==> src/rtl/fifo_ctrl_pkg.sv <==
// Shared types and helpers for the FIFO pointer/status controller.
// Transfer encoding and modulo-DEPTH pointer increment.
package fifo_ctrl_pkg;

    // Encoded as {wr_en, rd_en}
    typedef enum logic [1:0] {
        OP_IDLE = 2'b00,
        OP_RD   = 2'b01,
        OP_WR   = 2'b10,
        OP_RW   = 2'b11
    } fifo_op_e;

    // Anything at or beyond the last slot wraps, so an out-of-range pointer self-heals
    function automatic logic [31:0] ptr_inc(input logic [31:0] ptr, input logic [31:0] depth);
        logic [31:0] w_res;
        if (ptr >= depth - 32'd1) begin
            w_res = '0;
        end else begin
            w_res = ptr + 32'd1;
        end
        return w_res;
    endfunction

endpackage

==> src/rtl/fifo_ptr.sv <==
// Single FIFO pointer: advances on an accepted transfer, wraps at DEPTH-1,
// returns to zero on flush or asynchronous reset.
module fifo_ptr
    import fifo_ctrl_pkg::*;
#(
    parameter int ADDR_WIDTH = 3,
    parameter int DEPTH      = 2 ** ADDR_WIDTH
) (
    input  logic                  i_clk,
    input  logic                  i_reset,
    input  logic                  i_inc,
    input  logic                  i_flush,
    output logic [ADDR_WIDTH-1:0] o_ptr
);

    logic [ADDR_WIDTH-1:0] r_ptr;
    logic [ADDR_WIDTH-1:0] w_ptr_next;

    always_comb begin
        w_ptr_next = r_ptr;
        if (i_flush) begin
            w_ptr_next = '0;
        end else if (i_inc) begin
            w_ptr_next = ADDR_WIDTH'(ptr_inc(32'(r_ptr), 32'(DEPTH)));
        end
    end

    always_ff @(posedge i_clk or posedge i_reset) begin
        if (i_reset) begin
            r_ptr <= '0;
        end else begin
            r_ptr <= w_ptr_next;
        end
    end

    assign o_ptr = r_ptr;

endmodule

==> src/rtl/fifo_ctrl_lvl.sv <==
// FIFO pointer/status controller: accepted-transfer strobes, wrapping pointers,
// occupancy level, registered full/empty/almost flags and sticky error flags.
module fifo_ctrl_lvl
    import fifo_ctrl_pkg::*;
#(
    parameter int ADDR_WIDTH = 3,
    parameter int DEPTH      = 2 ** ADDR_WIDTH
) (
    input  logic                  clk,
    input  logic                  reset,
    input  logic                  wr,
    input  logic                  rd,
    input  logic                  flush,
    input  logic                  clr_err,
    input  logic [ADDR_WIDTH:0]   af_th,
    input  logic [ADDR_WIDTH:0]   ae_th,
    output logic                  wr_en,
    output logic                  rd_en,
    output logic [ADDR_WIDTH-1:0] w_addr,
    output logic [ADDR_WIDTH-1:0] r_addr,
    output logic [ADDR_WIDTH:0]   level,
    output logic                  full,
    output logic                  empty,
    output logic                  almost_full,
    output logic                  almost_empty,
    output logic                  overflow,
    output logic                  underflow
);

    localparam int              LW      = ADDR_WIDTH + 1;
    localparam logic [LW-1:0]   DEPTH_L = LW'(DEPTH);

    logic [LW-1:0] r_level;
    logic [LW-1:0] w_level_next;
    logic          r_full;
    logic          r_empty;
    logic          r_almost_full;
    logic          r_almost_empty;
    logic          r_overflow;
    logic          r_underflow;
    logic          w_wr_en;
    logic          w_rd_en;
    logic          w_ovf_set;
    logic          w_unf_set;
    fifo_op_e      w_op;

    // A write into a full FIFO is legal only when a read frees the slot in the same cycle
    always_comb begin
        w_rd_en   = rd & ~r_empty & ~flush;
        w_wr_en   = wr & (~r_full | rd) & ~flush;
        w_op      = fifo_op_e'({w_wr_en, w_rd_en});
        w_ovf_set = wr & r_full & ~rd & ~flush;
        w_unf_set = rd & r_empty & ~flush;
    end

    always_comb begin
        w_level_next = r_level;
        if (flush) begin
            w_level_next = '0;
        end else begin
            case (w_op)
                OP_WR:   w_level_next = r_level + LW'(1);
                OP_RD:   w_level_next = r_level - LW'(1);
                default: w_level_next = r_level;
            endcase
        end
    end

    fifo_ptr #(
        .ADDR_WIDTH (ADDR_WIDTH),
        .DEPTH      (DEPTH)
    ) u_wr_ptr (
        .i_clk   (clk),
        .i_reset (reset),
        .i_inc   (w_wr_en),
        .i_flush (flush),
        .o_ptr   (w_addr)
    );

    fifo_ptr #(
        .ADDR_WIDTH (ADDR_WIDTH),
        .DEPTH      (DEPTH)
    ) u_rd_ptr (
        .i_clk   (clk),
        .i_reset (reset),
        .i_inc   (w_rd_en),
        .i_flush (flush),
        .o_ptr   (r_addr)
    );

    // Flags are registered from the next level so they never depend combinationally on wr/rd
    always_ff @(posedge clk or posedge reset) begin
        if (reset) begin
            r_level        <= '0;
            r_full         <= 1'b0;
            r_empty        <= 1'b1;
            r_almost_full  <= 1'b0;
            r_almost_empty <= 1'b1;
        end else begin
            r_level        <= w_level_next;
            r_full         <= (w_level_next == DEPTH_L);
            r_empty        <= (w_level_next == '0);
            r_almost_full  <= (w_level_next >= af_th);
            r_almost_empty <= (w_level_next <= ae_th);
        end
    end

    // Sticky errors survive flush; a new error outranks a coincident clear
    always_ff @(posedge clk or posedge reset) begin
        if (reset) begin
            r_overflow  <= 1'b0;
            r_underflow <= 1'b0;
        end else begin
            if (w_ovf_set) begin
                r_overflow <= 1'b1;
            end else if (clr_err) begin
                r_overflow <= 1'b0;
            end
            if (w_unf_set) begin
                r_underflow <= 1'b1;
            end else if (clr_err) begin
                r_underflow <= 1'b0;
            end
        end
    end

    assign wr_en        = w_wr_en;
    assign rd_en        = w_rd_en;
    assign level        = r_level;
    assign full         = r_full;
    assign empty        = r_empty;
    assign almost_full  = r_almost_full;
    assign almost_empty = r_almost_empty;
    assign overflow     = r_overflow;
    assign underflow    = r_underflow;

endmodule
==> config.mk <==
export PLATFORM = sky130hd
export DESIGN_NAME = fifo_ctrl_lvl
export DESIGN_NICKNAME = d
export VERILOG_FILES = /design/src/rtl/fifo_ctrl_pkg.sv /design/src/rtl/fifo_ptr.sv /design/src/rtl/fifo_ctrl_lvl.sv
export SDC_FILE = /design/constraint.sdc
export NUM_CORES = 1
export LEC_CHECK = 0
export ABC_AREA = 1
export BUFFER_PORTS_ARGS = -buffer_cell sky130_fd_sc_hd__buf_2
export CORE_ASPECT_RATIO = 1.25
export CORE_MARGIN = 2
export CORE_UTILIZATION = 50
export CTS_CLUSTER_DIAMETER = 40
export DETAILED_ROUTE_END_ITERATION = 10
export PLACE_DENSITY = 0.78
export SETUP_SLACK_MARGIN = 0.2
export SLEW_MARGIN = 20
export SYNTH_ARGS = -nofsm -noshare
export SYNTH_HDL_FRONTEND = slang
export SYNTH_SLANG_ARGS = --single-unit
==> constraint.sdc <==
create_clock -name clk -period 2.8 [get_ports clk]
set_clock_uncertainty 0.05 [all_clocks]
set_input_delay 0.28 -clock clk [delete_from_list [all_inputs] [get_ports clk]]
set_output_delay 0.28 -clock clk [all_outputs]
set_load 0.02 [all_outputs]
# == After elaboration in Yosys (flattened, before gate mapping) ==
# Index checks and enable logic that the tools add are counted.
# totals
regBits,16
out_inout_bits,18
input_bits,14
elab_cells,50
# op_classes
order_cmp,4
n_reduce_logical,5
eq_ne,3
mux,11
add_sub_neg,4
bitwise,14
# ops
cell,n
$mux W3,6
$and A1 B1 Y1,9
$pmux W4 S2,1
$reduce_bool A2 Y1,4
$add A3 B1 Y3 const B,2
$ge A3 B3 Y1 const B,2
$add A4 B1 Y4 const B,1
$eq A4 B4 Y1 const B,1
$ge A4 B4 Y1,1
$le A4 B4 Y1,1
$logic_not A4 Y1,1
$mux W4,1
$not A1 Y1,4
$sub A4 B1 Y4 const B,1
$mux W1,3
$eq A2 B1 Y1 const B,1
$eq A2 B2 Y1 const B,1
$or A1 B1 Y1,1

# == Logic depth before layout (Yosys ltp) ==
# logic_depth
word_depth,8
ltp_mapped,19
depth_no_buf,19

# == Cells and area by module ==
# Synthesis repeated with hierarchy kept, for this count alone.
# hier_totals
cells_unflattened,144
hier_area_um2,1158.6
# by_module_without_submodules
module,cells_each,area_each_um2,instances,seq_area_each_um2
fifo_ctrl_lvl,102,815.8,1,252.7
fifo_ptr,21,171.4,2,75.1

# == Worst setup path after synthesis ==
# OpenSTA, ideal clock, no wires.
# synth_path
path_kind,register -> register
start,reg r_full (netlist: full)
end,reg r_almost_full (netlist: almost_full)
stages_incl_launch_ff,13
setup_slack_ns,0.218
t_arrival_ns,2.402
path_buffers,0
setup_ns,0.130
synth_period_minus_slack_ns,2.582
t_required_ns,2.620
path_cell_list,dfrtp_1 > nand2_1 > nand2_2 > nor2_1 > inv_1 > ha_1 > o21ai_0 > a21oi_1 > ha_1 > inv_1 > nor2_1 > o211ai_1 > nand3_1
# synth_via
elab_chain_len,8
elab_cells_between_ends,9
classes_between,1 x order compare; 2 x eq/ne; 2 x mux; 4 x bitwise
# synth_rtl
item,line,source
start: declaration,fifo_ctrl_lvl.sv:35,logic r_full;
start signal: assignment,fifo_ctrl_lvl.sv:101,r_full <= (w_level_next == DEPTH_L);
$not A1 Y1 (*),fifo_ctrl_lvl.sv:50,w_wr_en = wr & (~r_full | rd) & ~flush;
$or A1 B1 Y1 (*),fifo_ctrl_lvl.sv:50,
$and A1 B1 Y1 (*) (2 in a row),fifo_ctrl_lvl.sv:50,
net wr_en,fifo_ctrl_lvl.sv:17,"output logic wr_en,"
$eq A2 B1 Y1 or $eq A2 B2 Y1 (tied branches),fifo_ctrl_lvl.sv:61,case (w_op)
$pmux W4 S2 (*),fifo_ctrl_lvl.sv:61,
$mux W4 (*),fifo_ctrl_lvl.sv:58,if (flush) begin
net w_level_next[1],fifo_ctrl_lvl.sv:34,logic [LW-1:0] w_level_next;
$ge A4 B4 Y1 (*),fifo_ctrl_lvl.sv:103,r_almost_full <= (w_level_next >= af_th);
end signal: assignment,fifo_ctrl_lvl.sv:103,
end: declaration,fifo_ctrl_lvl.sv:37,logic r_almost_full;
# The timed path passes the listed nets; every way through them passes the cells marked *.
# A chain may end at the register's enable or synchronous reset.

# == Worst setup path in the final report ==
# layout_path
start,reg r_empty (netlist: empty)
end,reg r_almost_empty (netlist: almost_empty)
# layout_via
elab_chain_len,7
elab_cells_between_ends,8
classes_between,1 x order compare; 2 x eq/ne; 2 x mux; 3 x bitwise
# layout_rtl
item,line,source
start: declaration,fifo_ctrl_lvl.sv:36,logic r_empty;
start signal: assignment,fifo_ctrl_lvl.sv:102,r_empty <= (w_level_next == '0);
$not A1 Y1 (*),fifo_ctrl_lvl.sv:49,w_rd_en = rd & ~r_empty & ~flush;
$and A1 B1 Y1 (*) (2 in a row),fifo_ctrl_lvl.sv:49,
$eq A2 B1 Y1 or $eq A2 B2 Y1 (tied branches),fifo_ctrl_lvl.sv:61,
$pmux W4 S2 (*),fifo_ctrl_lvl.sv:61,
$mux W4 (*),fifo_ctrl_lvl.sv:58,
net w_level_next[2],fifo_ctrl_lvl.sv:34,
$le A4 B4 Y1 (*),fifo_ctrl_lvl.sv:104,r_almost_empty <= (w_level_next <= ae_th);
end signal: assignment,fifo_ctrl_lvl.sv:104,
end: declaration,fifo_ctrl_lvl.sv:38,logic r_almost_empty;
# Marked as above.

==> impl_metrics.yaml <==
run_status:
  status: "completed"
global_route:
  grt_pass1_wl_um: 4150
  grt_usage_pct: 21.5
  grt_remaining_overflow: 0
  antenna_found_initial: 0
  grt_max_degree: 17
  grt_pass1_vias: 1038
floorplan:
  ioPinCount: 32
  start_util_pct: 53.8
  die_area_um2: 2570
  rows: 18
  die_h_um: 56.2
  core-area_um2: 2030
  chipWidth_um: 45.8
sta:
  fmax_mhz: 417
  fin_crit_sh_pct: 85.6
  min_period_ns: 2.40
  drv_slew: 0
  tightest_slew_ns: 0.599
  setup_viol: 0
  fin_tns_setup_ns: 0
  slew_headroom_pct: 60.0
  hold_viol: 0
  grt_setup_unrepaired: "no"
setup_path:
  slowest_delay_ns: 0.55
  criticalPathCategory: "register to register"
  crit_arrival_ns: 2.56
  r2r_cells: 19
  end_kind: "register"
  rrSetupSlack_ns: 0.40
  crit_chain: "inv_2, nand2_2, nor2_4, nand2_4, nand2_1, nand2_1, inv_2, ha_1, a21oi_2, inv_1, nand2_1, nand3_1, nand2_1, inv_2, ha_1, nand2_1, o21bai_1, nand2_1, o21ai_0"
  crit_top_cell: "nand2_1"
  cp_top_family: "simple AND/OR/NAND/NOR gates"
  slowest_stage: "dfstp_2"
  start_kind: "register"
  crit_buf_inv: 4
  critPathMaxFanout: 7
  required_ns: 2.97
  worstReg2RegEnd: "almost_empty"
  timing.rr.start: "empty"
clocking:
  cts_tree: "built"
  clk_latency_ns: 0.29
  root_buffer: "clkbuf_4"
  htree_levels: 1
  clk_pin_slew_worst_paths_ns: 0.09
  cts_num_sinks: 16
  cts_buffers: 3
  cts.path.max_buffers: 2
hold_path:
  whs_path_depth: 2
  hold_start: "clr_err"
  min_to: "underflow"
  worstHoldPathType: "primary input to register"
logic_synthesis:
  yosys.area.top_type_share_pct: 32.1
  ys_types: 26
  yosys.area.top_type: "dfrtp_1"
  synth_cells: 137
  synth_area_leaders: "dfrtp_1 32%, ha_1 16%, inv_1 10%, nand2_1 8.3%, dfstp_2 4.8%"
  ys_seq_area_share_pct: 36.9
  syn_area_per_cell_um2: 7.96
  synth_area_um2: 1090
  syn_nets: 165
  synth_seq_cells: 16
  ys.warnings.count: 0
finish:
  antenna_cells: 0
  nNetsFinal: 203
  nFillCells: 170
  area_delta_synth_final_pct: 23.3
  final_common_cell: "buf_2"
  drive_gt1_share_pct: 33.3
  layout_common_cells: "31 x buf_2, 30 x inv_1, 24 x nand2_1, 14 x ha_1, 14 x dfrtp_1"
  fin_area_um2: 1350
  postLayoutCoreUtil_pct: 66.4
pwr:
  power.switching_mw: 0.262
  vdd_drop_max_v: 0.000280
  switching_share_pct: 37.8
  clock_power_share_pct: 22.5
  leakage_nw: 0.791
  power.density_nw_per_um2: 516
  p_seq_share_pct: 40.9
  p_comb_share_pct: 36.7
  internal_power_mw: 0.432
detailed_routing:
  wl_per_cell_um: 12.2
  ant_nets: 0
  drtIter0Drc: 16
  num_vias: 1017
  drtPass1Iterations: 4
  drt-total-wl_um: 2370
  drc: 0
  viasPerCell: 5.24
placed_design:
  portBuffers: 31
  place.gp.congestion: 0.796
  dp_hpwl_um: 1910
  postPlaceCellArea_um2: 1270
job:
  drv.max_cap_violation_count: 0
what timing repair did:
item,4_1_cts,5_1_grt
endpoints found under the hold margin,3,0
hold buffers,1,0
endpoints found under the setup margin,0,2
gates resized for setup,0,6
buffers inserted,0,1
worst max path at each step:
stage | from | endpoint | slack, ns | cells after the start
2_1_floorplan | full | almost_full | 0.22 | 12
3_5_place_dp | empty | almost_full | 0.24 | 15
3_3_place_gp | empty | almost_full | 0.34 | 15
4_1_cts | empty | almost_full | 0.22 | 15
5_1_grt | full | almost_empty | 0.19 | 18
6_report | empty | almost_empty | 0.40 | 19
state kept, by name, indices dropped and copies added, names as in the netlist:
register and flops:
underflow 1, u_wr_ptr.o_ptr 3, overflow 1, level 4
almost_empty 1, empty 1, almost_full 1, full 1
u_rd_ptr.o_ptr 3
cells by family after synthesis:
kind of cell / count (synthesis) / synth area share (%)
flip-flops: 16 / 36.9
XOR/XNOR: 1 / 0.803
buffers and inverters: 33 / 11.4
AND/OR/NAND/NOR: 53 / 23.7
adder cells (fa/ha/maj): 14 / 16.1
AO/OA/AOI/OAI: 20 / 11.1
Yosys cell counts:
cell      instances
dfrtp_1          14
nand2_4           1
inv_1            30
o211ai_1          1
inv_2             2
a21oi_2           1
nand2_2           6
o21ai_0           4
dfstp_2           2
nand2_1          24
a21oi_1           5
nand4_1           1
nand3_1           6
o32ai_1           1
xor2_1            1
nor3_1            2
nand3_2           2
o22ai_1           5
ha_1             14
o31ai_1           1
o21bai_1          1
clkinv_1          1
nor2_1            8
nor2_4            1
o21ai_1           1
nor2_2            2
power by group through the flow:
stage	combinational [mW]	sequential [mW]	clock, mW
floorplan	0.134	0.321	0
global placement	0.234	0.287	0
detailed placement	0.244	0.287	0
CTS	0.246	0.282	0.162
global route	0.288	0.288	0.170
finish	0.254	0.284	0.156
cell type report:
cell class	count	area [µm²]	share of cell area [%]
clock buffers	4	36.3	2.70
inverters	33	124	9.21
multi-input cells	88	584	43.4
flip-flops and latches	16	403	30.0
well taps	20	25.0	1.86
repair buffers	33	173	12.8
routing by layer:
metal  up-vias  global-route usage (%)  routed length [µm]
li1        515                       -                   -
met1       469                    22.7                 957
met2        27                    39.2                1280
met3         6                    2.27                  79
met4         0                    10.6                  53
met5         -                       0                   0
metrics by stage:
stage / power, mW / worst slack, ns / std cells / hold WS (ns)
2_1_floorplan: 0.455 / 0.218 / 137 / 0.142
3_3_place_gp: 0.521 / 0.341 / 188 / 0.321
3_5_place_dp: 0.531 / 0.236 / 188 / 0.329
4_1_cts: 0.690 / 0.223 / 193 / 0.128
5_1_grt: 0.746 / 0.195 / 194 / 0.125
6_report: 0.694 / 0.403 / 194 / 0.138
Note: power is estimated with default switching activity, not from simulation.
